### src/rtl/vga_scan_gen.sv
// VGA raster timing generator: 800x525 scan, x/y pixel coordinates, re-timed sync/blank, gated colour.
// Latency: x/y decode is combinational; hs/vs lag the counters by PIPE_DELAY clks, rgb_out by PIPE_DELAY+1.
// No backpressure: counters advance only on pix_en; optional colour-bar generator under TEST_PATTERN_EN.
module vga_scan_gen #(
   parameter int H_ACTIVE   = 640,
   parameter int H_FP       = 16,
   parameter int H_SYNC     = 96,
   parameter int H_BP       = 48,
   parameter int V_ACTIVE   = 480,
   parameter int V_FP       = 10,
   parameter int V_SYNC     = 2,
   parameter int V_BP       = 33,
   parameter int PIPE_DELAY = 1
) (
   input  logic        clk,
   input  logic        rst,
   input  logic        pix_en,
   output logic [10:0] x,
   output logic [10:0] y,
   input  logic [11:0] rgb_in,
   input  logic        pattern_sel,
   output logic        hs,
   output logic        vs,
   output logic [11:0] rgb_out,
   output logic        frame_start
);

   localparam int H_TOTAL = H_ACTIVE + H_FP + H_SYNC + H_BP;
   localparam int V_TOTAL = V_ACTIVE + V_FP + V_SYNC + V_BP;

   localparam logic [9:0] H_LAST = 10'(H_TOTAL - 1);
   localparam logic [9:0] V_LAST = 10'(V_TOTAL - 1);
   localparam logic [9:0] H_ACT  = 10'(H_ACTIVE);
   localparam logic [9:0] V_ACT  = 10'(V_ACTIVE);
   localparam logic [9:0] HS_BEG = 10'(H_ACTIVE + H_FP);
   localparam logic [9:0] HS_END = 10'(H_ACTIVE + H_FP + H_SYNC);
   localparam logic [9:0] VS_BEG = 10'(V_ACTIVE + V_FP);
   localparam logic [9:0] VS_END = 10'(V_ACTIVE + V_FP + V_SYNC);

   logic [9:0]  h_cnt;
   logic [9:0]  v_cnt;
   logic        h_last;
   logic        v_last;
   logic        hs_raw;
   logic        vs_raw;
   logic        video_on_raw;
   logic        hs_d;
   logic        vs_d;
   logic        video_on_d;
   logic [11:0] pix_col;

   assign h_last = (h_cnt == H_LAST);
   assign v_last = (v_cnt == V_LAST);

   // Scan counters; frame_start marks the tick that wraps the raster back to (0,0)
   always_ff @(posedge clk or negedge rst) begin
      if (!rst) begin
         h_cnt       <= '0;
         v_cnt       <= '0;
         frame_start <= 1'b0;
      end else begin
         frame_start <= pix_en && h_last && v_last;
         if (pix_en) begin
            if (h_last) begin
               h_cnt <= '0;
               v_cnt <= v_last ? '0 : v_cnt + 10'd1;
            end else begin
               h_cnt <= h_cnt + 10'd1;
            end
         end
      end
   end

   // Coordinate decode: bit 10 flags blanking on that axis only
   always_comb begin
      x = (h_cnt < H_ACT) ? {1'b0, h_cnt} : 11'h400;
      y = (v_cnt < V_ACT) ? {1'b0, v_cnt} : 11'h400;
   end

   // Raw sync/blank straight from the counters
   always_comb begin
      hs_raw       = !((h_cnt >= HS_BEG) && (h_cnt < HS_END));
      vs_raw       = !((v_cnt >= VS_BEG) && (v_cnt < VS_END));
      video_on_raw = (h_cnt < H_ACT) && (v_cnt < V_ACT);
   end

`ifdef TEST_PATTERN_EN
   // h_cnt travels with the blanking so bar colours line up with video_on_d
   logic [9:0] hc_d;
`endif

   generate
      if (PIPE_DELAY == 0) begin : g_direct
         assign hs_d       = hs_raw;
         assign vs_d       = vs_raw;
         assign video_on_d = video_on_raw;
`ifdef TEST_PATTERN_EN
         assign hc_d       = h_cnt;
`endif
      end else begin : g_pipe
         logic [PIPE_DELAY-1:0] hs_sr;
         logic [PIPE_DELAY-1:0] vs_sr;
         logic [PIPE_DELAY-1:0] vid_sr;
`ifdef TEST_PATTERN_EN
         logic [9:0] hc_sr [PIPE_DELAY];
`endif

         // Free-running delay line, clocked every clk regardless of pix_en
         always_ff @(posedge clk or negedge rst) begin
            if (!rst) begin
               hs_sr  <= '1;
               vs_sr  <= '1;
               vid_sr <= '0;
`ifdef TEST_PATTERN_EN
               for (int i = 0; i < PIPE_DELAY; i++) hc_sr[i] <= '0;
`endif
            end else begin
               hs_sr[0]  <= hs_raw;
               vs_sr[0]  <= vs_raw;
               vid_sr[0] <= video_on_raw;
`ifdef TEST_PATTERN_EN
               hc_sr[0]  <= h_cnt;
`endif
               for (int i = 1; i < PIPE_DELAY; i++) begin
                  hs_sr[i]  <= hs_sr[i-1];
                  vs_sr[i]  <= vs_sr[i-1];
                  vid_sr[i] <= vid_sr[i-1];
`ifdef TEST_PATTERN_EN
                  hc_sr[i]  <= hc_sr[i-1];
`endif
               end
            end
         end

         assign hs_d       = hs_sr[PIPE_DELAY-1];
         assign vs_d       = vs_sr[PIPE_DELAY-1];
         assign video_on_d = vid_sr[PIPE_DELAY-1];
`ifdef TEST_PATTERN_EN
         assign hc_d       = hc_sr[PIPE_DELAY-1];
`endif
      end
   endgenerate

   assign hs = hs_d;
   assign vs = vs_d;

`ifdef TEST_PATTERN_EN
   localparam int         BAR_W = H_ACTIVE / 8;
   localparam logic [9:0] B1 = 10'(1 * BAR_W);
   localparam logic [9:0] B2 = 10'(2 * BAR_W);
   localparam logic [9:0] B3 = 10'(3 * BAR_W);
   localparam logic [9:0] B4 = 10'(4 * BAR_W);
   localparam logic [9:0] B5 = 10'(5 * BAR_W);
   localparam logic [9:0] B6 = 10'(6 * BAR_W);
   localparam logic [9:0] B7 = 10'(7 * BAR_W);

   function automatic logic [11:0] bar_color(input logic [9:0] hc);
      if      (hc < B1) return 12'hFFF;
      else if (hc < B2) return 12'hFF0;
      else if (hc < B3) return 12'h0FF;
      else if (hc < B4) return 12'h0F0;
      else if (hc < B5) return 12'hF0F;
      else if (hc < B6) return 12'hF00;
      else if (hc < B7) return 12'h00F;
      else              return 12'h000;
   endfunction

   // Colour source: external draw logic or the built-in bars
   always_comb begin
      pix_col = rgb_in;
      if (pattern_sel) pix_col = bar_color(hc_d);
   end
`else
   logic unused_pattern_sel;
   assign unused_pattern_sel = pattern_sel;

   // Colour source: external draw logic only
   always_comb begin
      pix_col = rgb_in;
   end
`endif

   // Final colour register, blanked outside the delayed active window
   always_ff @(posedge clk or negedge rst) begin
      if (!rst) rgb_out <= '0;
      else      rgb_out <= video_on_d ? pix_col : 12'h000;
   end

endmodule

### config.mk
export PLATFORM = sky130hd
export DESIGN_NAME = vga_scan_gen
export DESIGN_NICKNAME = d
export VERILOG_FILES = /design/src/rtl/vga_scan_gen.sv
export SDC_FILE = /design/constraint.sdc
export NUM_CORES = 1
export LEC_CHECK = 0
export ABC_AREA = 1
export BUFFER_PORTS_ARGS = -buffer_cell sky130_fd_sc_hd__buf_2
export CAP_MARGIN = 5
export CORE_UTILIZATION = 37
export CTS_CLUSTER_SIZE = 40
export DETAILED_ROUTE_END_ITERATION = 10
export GPL_TIMING_DRIVEN = 0
export PLACE_DENSITY_LB_ADDON = 0.08
export SYNTH_ARGS = -nofsm -noshare
export SYNTH_HDL_FRONTEND = slang
export SYNTH_SLANG_ARGS = --single-unit
### constraint.sdc
create_clock -name clk -period 2.1 [get_ports clk]
set_clock_uncertainty 0.1 [all_clocks]
set_input_delay 0.105 -clock clk [delete_from_list [all_inputs] [get_ports clk]]
set_output_delay 0.105 -clock clk [all_outputs]
set_load 0.005 [all_outputs]
==> Word level (Yosys, flattened, before mapping) <==
Cells that the tools add are included.
{ "word_totals": {"ff_bits": 36, "input_bits": 16, "out_inout_bits": 37, "word_cells": 30} }
{ "classes": {"addsub": 2, "magnitude_cmp": 6, "n_eq_ne": 2, "n_mux": 5, "n_reduce_logical": 8} }
{ "ops": {"columns": ["cell", "n"], "rows": [
  ["$mux W11", 2],
  ["$add A10 B1 Y10 const B", 2],
  ["$eq A10 B10 Y1 const B", 2],
  ["$lt A10 B10 Y1 const B", 2],
  ["$lt A10 B9 Y1 const B", 2],
  ["$mux W10", 2],
  ["$mux W12", 1],
  ["$ge A10 B10 Y1 const B", 1],
  ["$ge A10 B9 Y1 const B", 1],
  ["$logic_and A1 B1 Y1", 5],
  ["$logic_not A1 Y1", 2],
  ["$reduce_and A2 Y1", 1]
]} }

==> Longest topological paths before layout <==
Gate-level depths: netlist of the first run.
{ "depth": {"word_depth": 3, "mapped_depth": 8, "mapped_depth_nobuf": 7} }

==> Worst setup path after synthesis of the first run <==
Ideal clock, no wire load.
{ "synth_path": {"path_kind": "flip-flop to flip-flop", "from": "register h_cnt[0]", "to": "register v_cnt[8]", "setup_time_ps": 122, "arrival_ps": 1238, "t_required_ps": 1878, "path_slack_ps": 640, "stages_incl_launch_ff": 8, "cell_sequence": "dfrtp_1 -> ha_1 -> nand2_2 -> nor2_4 -> nand4_2 -> buf_6 -> nor3_1 -> nor2_1"} }
{ "synth_via": {"elab_chain_cells": 2} }
{ "synth_lines": {"columns": ["element", "line_no", "rtl"], "rows": [
  ["start, declared", "40", "logic [9:0] h_cnt;"],
  ["start signal, assigned", "68", "h_cnt <= h_cnt + 10'd1;"],
  ["$eq A10 B10 Y1", "52", "assign h_last = (h_cnt == H_LAST);"],
  ["$reduce_and A2 Y1 (no source line)", null, null],
  ["end signal, assigned", "66", "v_cnt <= v_last ? '0 : v_cnt + 10'd1;"],
  ["end, declared", "41", "logic [9:0] v_cnt;"]
]} }
Every way passes these cells.
A chain may end at the register's enable or synchronous reset.

==> Worst setup path after layout of the first run <==
{ "layout_path": {"from": "register h_cnt[9]", "to": "output x[9]"} }
{ "layout_via": {"elab_chain_cells": 2} }
{ "layout_lines": {"columns": ["element", "line_no", "rtl"], "rows": [
  ["$lt A10 B10 Y1", "76", "x = (h_cnt < H_ACT) ? {1'b0, h_cnt} : 11'h400;"],
  ["$mux W11 (*)", "76", null],
  ["end, declared", "18", "output logic [10:0] x,"]
]} }
Every way passes the cells marked *; elsewhere a longest branch is shown, timed or not.

==> results.json, run 1 <==
{
  "outcome": "complete, no violations",
  "synthCells": 249,
  "ys_seq_area_share_pct": 46.79,
  "yosys_warnings": 0,
  "grt_max_degree": 37,
  "n_antenna_cell": 0,
  "rr_endpoint": "v_cnt[8]",
  "hold_buffers": 14,
  "grt_pass1_wl_microns": 7017,
  "synth_area_per_cell_sq_um": 7.753,
  "crit_required_ns": 1.89,
  "use_met1_pct": 21.79,
  "wl_microns": 4315,
  "dr_total_vias": 1723,
  "crit_type": "reg -> out",
  "grt_use_met3_pct": 5.149,
  "drt-pass1-iter-count": 4,
  "p_per_area_nw_per_um2": 757.0,
  "rrSetupSlack_ns": 0.47,
  "grt_pass1_vias": 1586,
  "wl_per_cell_microns": 11.15,
  "maxCapViolations": 0,
  "hp-class": "in -> async",
  "hold_violations": 0,
  "ctsLongestPathBuffers": 2,
  "cp-start-kind": "flop",
  "track_usage_pct": 17.14,
  "grt.met2_usage_pct": 27.07,
  "nFillCells": 492,
  "clockRootBuffer": "clkbuf_8",
  "coreArea_sq_um": 4880,
  "area_growth_pct": 29.10,
  "ir_drop_mv": 0.4300,
  "insertion_delay_ns": 0.29,
  "final_util_pct": 51.08,
  "setup_viol": 0,
  "port_buffers": 49,
  "worst_slew_pin_slew_ns": 0.7929,
  "cts_resized": 0,
  "antenna_found_initial": 0,
  "io_pins": 53,
  "cts_max_level": 2,
  "drc": 0,
  "worst_r2r_startpoint": "v_cnt[1]",
  "fin_crit_sh_pct": 87.12,
  "maxSlewHeadroom_pct": 47.14,
  "syn_area_sq_um": 1931,
  "min_period_ns": 1.830,
  "ys_ff_latch": 36,
  "fin_setup_tns_ns": 0,
  "postCtsSetupBuffers": 0,
  "worstPathMaxFanout": 9,
  "antenna_left": 0,
  "clk_pin_slew_worst_paths_ns": 0.08,
  "cts_sinks": 36,
  "die-width_microns": 74.24,
  "synth.distinct_cells": 29,
  "holdWs_ns": 0.3285,
  "crit_arrival_ns": 1.62,
  "maxSlewViolCount": 0,
  "overflow": 0,
  "top_usage_layer": "met2",
  "drive_above_1_share_pct": 25.00,
  "numCtsBuffers": 5,
  "vias_per_cell": 4.452,
  "start_util_pct": 39.56,
  "gp_congestion": 0.8278,
  "fin_nets": 340,
  "chipHeight_microns": 74.24,
  "timing.fmax_mhz": 546.6,
  "cp-end-kind": "output port",
  "cts_tree": "done",
  "syn_nets": 270,
  "ff2ff_path_depth": 6,
  "std_cell_rows": 25,
  "drt_iter0_markers": 87,
  "p_leak_nw": 1.377,
  "rsz0062_at_grt": "false",
  "die-area_sq_um": 5511,
  "dp_hpwl_microns": 3039
}
[layout make-up]
| class | instances | area, sq um | area share, % |
|---|---|---|---|
| clock buffers | 5 | 68.82 | 2.761 |
| inverters | 53 | 198.9 | 7.982 |
| plain buffers | 6 | 46.29 | 1.857 |
| multi-input cells | 154 | 782.0 | 31.38 |
| clock inverters | 3 | 23.77 | 0.9538 |
| well taps | 67 | 83.83 | 3.363 |
| flip-flops and latches | 36 | 903.4 | 36.24 |
| repair buffers | 63 | 385.4 | 15.46 |
[worst max-delay path, stage by stage (launching register included)]
cell,delay [ns]
dfrtp_1,0.41
nand2_1,0.13
inv_1,0.13
nor2_2,0.37
inv_2,0.09
nor2_1,0.10
buf_2,0.12
[stage by stage]
step                worst slack (ns)  area [sq um]  instances  power (mW)
global placement              0.5070          2260        365       1.367
global route                 0.09333          2492        387       2.024
finish                        0.2705          2492        387       1.887
detailed placement            0.4737          2260        365       1.376
floorplan                     0.6402          1931        249       1.181
CTS                           0.2290          2492        387       1.923
[worst max path at each step]
stage	startpoint	slack, ns	cells past startpoint	to
after floorplan	h_cnt[0]	0.64	7	v_cnt[8]
after global placement	v_cnt[0]	0.51	7	v_cnt[4]
after detailed placement	v_cnt[1]	0.47	6	v_cnt[8]
after CTS	h_cnt[9]	0.23	6	x[9]
after global routing	h_cnt[9]	0.09	6	x[9]
final	h_cnt[9]	0.27	6	x[9]
[layer usage]
layer	routed length (microns)	vias to the layer above	share of wire, %
met1	2116	778	49
met5	0	-	0
met3	251	5	5.8
met2	1874	47	43
li1	-	893	-
met4	72	0	1.7
[kinds of logic after synthesis]
family,Yosys count,share of synthesized area [%]
adder cells (fa/ha/maj),5,3.240
buffers and inverters,59,12.70
AO/OA/AOI/OAI,19,5.055
AND/OR/NAND/NOR,127,31.11
flip-flops,36,46.79
other,1,0.1942
XOR/XNOR,2,0.9075
[Yosys cell counts (all sizes together)]
cell type | n | share of area (%)
inv | 53 | 10
a21oi | 1 | 0.26
conb | 1 | 0.19
nor2 | 41 | 9.1
xnor2 | 1 | 0.45
ha | 5 | 3.2
clkbuf | 1 | 0.19
nand3 | 12 | 3.1
nand2 | 57 | 11
buf | 5 | 2.2
nor3 | 7 | 3.2
dfrtp | 34 | 44
xor2 | 1 | 0.45
o21ai | 17 | 4.4
dfstp | 2 | 2.7
nor4 | 1 | 0.32
nand4 | 9 | 4.0
o211ai | 1 | 0.39
[flip-flops by register name, indices dropped and copies added, names as in the netlist]
signal,flops
rgb_out,12
h_cnt,10
v_cnt,10
frame_start,1
g_pipe.vid_sr,1
hs,1
vs,1
[placed cells by master, fill, tap and decap left out]
cell | synthesis | layout
clkinvlp_4 | 0 | 2
o21ai_1 | 4 | 4
conb_1 | 1 | 1
inv_1 | 50 | 50
dfstp_2 | 2 | 2
clkbuf_1 | 1 | 1
nand2_2 | 2 | 2
buf_2 | 1 | 50
xor2_1 | 1 | 1
ha_1 | 5 | 5
o211ai_1 | 1 | 1
nand2_1 | 55 | 55
nor4_1 | 1 | 1
clkinv_4 | 0 | 1
nand4_2 | 1 | 1
nor3_1 | 3 | 3
buf_6 | 2 | 2
nor3_4 | 1 | 1
buf_4 | 2 | 2
nor3_2 | 3 | 3
nor2_2 | 3 | 3
dfrtp_1 | 34 | 34
nand3_1 | 12 | 12
nand4_1 | 7 | 7
nor2_1 | 36 | 36
inv_2 | 3 | 3
clkbuf_8 | 0 | 5
xnor2_1 | 1 | 1
nor2_4 | 2 | 2
nand4_4 | 1 | 1
a21oi_1 | 1 | 1
o21ai_0 | 13 | 13
dlygate4sd3_1 | 0 | 14
[power breakdown]
part           total (mW)  internal [mW]  switching [mW]
clock network       0.508          0.235           0.273
logic               0.495          0.212           0.283
registers           0.884          0.787          0.0975
(Power assumes the default switching activity.)
==> run 2, diff against run 1 <==
- CORE_UTILIZATION: 37 -> 45
==> run 2 against run 1 <==
Effect of this change: fmax down 0.20%; clock-buffer cell count up 1; clock power up 4.1%; wire length down 6.0%; cell area down 0.65%; core utilization up 9.9 points; combinational power down 0.8%; sequential cell count unchanged; critical path type unchanged.
==> results.json, run 2 (synthesis gave the netlist of run 1 again) <==
{
  "outcome": "complete, no violations",
  "cts_max_level": 2,
  "rsz0062_at_grt": "false",
  "die-area_sq_um": 4556,
  "overflow": 0,
  "grt_max_degree": 37,
  "ir_drop_mv": 0.4791,
  "layout_commonest_cell": "nand2_1",
  "cp-end-kind": "output port",
  "rr_endpoint": "v_cnt[8]",
  "hold_buffers": 14,
  "reg_top3": "rgb_out x12, h_cnt x10, v_cnt x10",
  "p_leak_nw": 1.380,
  "final_cell_mix": "nand2_1 (55), inv_1 (50), buf_2 (50)",
  "ff2ff_path_depth": 6,
  "fin_setup_tns_ns": 0,
  "insertion_delay_ns": 0.29,
  "cts_tree": "done",
  "wl_per_cell_microns": 10.96,
  "wl_microns": 4054,
  "maxSlewViolCount": 0,
  "crit_required_ns": 1.89,
  "min_period_ns": 1.833,
  "crit_arrival_ns": 1.63,
  "std_cell_rows": 23,
  "total_power_mw": 1.903,
  "fin_nets": 340,
  "cts_sinks": 36,
  "dr_total_vias": 1674,
  "ctsLongestPathBuffers": 2,
  "postCtsSetupBuffers": 0,
  "post_dp_cell_area_sq_um": 2238,
  "track_usage_pct": 20.34,
  "io_pins": 53,
  "chipHeight_microns": 67.50,
  "largest_reg_flops": 12,
  "worst_r2r_startpoint": "v_cnt[1]",
  "drt_iter0_markers": 101,
  "maxCapViolations": 0,
  "hold_violations": 0,
  "cts_resized": 0,
  "clk_pin_slew_worst_paths_ns": 0.08,
  "worst_slew_pin_slew_ns": 0.7901,
  "grt_pass1_vias": 1452,
  "hp-class": "in -> async",
  "p_per_area_nw_per_um2": 768.6,
  "crit_type": "reg -> out",
  "gp_congestion": 0.7965,
  "worstPathMaxFanout": 9,
  "numCtsBuffers": 5,
  "die-width_microns": 67.50,
  "clockRootBuffer": "clkbuf_8",
  "postLayoutCellArea_sq_um": 2476,
  "antenna_found_initial": 0,
  "maxSlewHeadroom_pct": 47.33,
  "drive_above_1_share_pct": 25.00,
  "dp_hpwl_microns": 2831,
  "start_util_pct": 47.58,
  "vias_per_cell": 4.524,
  "setup_viol": 0,
  "top_register": "rgb_out",
  "fin_crit_sh_pct": 87.30,
  "cp-start-kind": "flop",
  "coreArea_sq_um": 4058,
  "antenna_left": 0,
  "rrSetupSlack_ns": 0.46,
  "drt-pass1-iter-count": 4,
  "area_growth_pct": 28.26,
  "timing.fmax_mhz": 545.5,
  "n_antenna_cell": 0,
  "port_buffers": 49,
  "grt_pass1_wl_microns": 6768,
  "drc": 0
}
## run 2: changes by cell type in the layout (fill, tap and decap cells not counted), sizes merged
cell    previous run  this run
clkbuf             6         7
clkinv             1         0
## run 2: how the worst max path moves through the flow
stage,startpoint,endpoint,slack [ns],cells after the start
after global placement,v_cnt[1],v_cnt[8],0.49,6
after CTS,h_cnt[9],x[9],0.25,6
final,h_cnt[9],x[9],0.27,6
after detailed placement,v_cnt[1],v_cnt[8],0.47,6
after global routing,h_cnt[9],x[9],0.1,6
after floorplan,h_cnt[0],v_cnt[8],0.64,7
## run 2: layout make-up
| cell class | count | area (sq um) |
|---|---|---|
| Inverter | 53 | 198.9 |
| Multi-Input combinational cell | 154 | 782.0 |
| Clock inverter | 2 | 15.01 |
| Clock buffer | 6 | 82.58 |
| Sequential cell | 36 | 903.4 |
| Tap cell | 50 | 62.56 |
| Timing Repair Buffer | 63 | 385.4 |
| Fill cell | 359 | 1582 |
| Buffer | 6 | 46.29 |
## run 2: where the power goes
part	total (mW)	internal, mW	switching [mW]
logic	0.491	0.211	0.280
registers	0.883	0.787	0.0963
clock network	0.529	0.266	0.263
## run 2: stage by stage
step	hold slack [ns]	util [%]	setup WS (ns)	instances
floorplan	-0.2906	-	0.6402	249
global placement	0.1405	55.17	0.4889	348
detailed placement	0.1432	55.17	0.4719	348
CTS	0.3672	61.02	0.2485	370
global route	0.4291	61.02	0.09746	370
finish	0.3306	61.02	0.2668	370
## run 2: layer usage
| metal | vias up | global-route usage (%) | part of all wire (%) |
|---|---|---|---|
| met2 | 41 | 29.95 | 45 |
| met1 | 735 | 27.85 | 49 |
| li1 | 895 | - | - |
| met5 | - | 0 | 0 |
| met4 | 0 | 7.181 | 0.44 |
| met3 | 3 | 6.419 | 5.6 |
## run 2: worst max-delay path: stages (launching register included)
cell	delay [ns]
dfrtp_1	0.41
nand2_1	0.13
inv_1	0.13
nor2_2	0.37
inv_2	0.10
nor2_1	0.09
buf_2	0.11
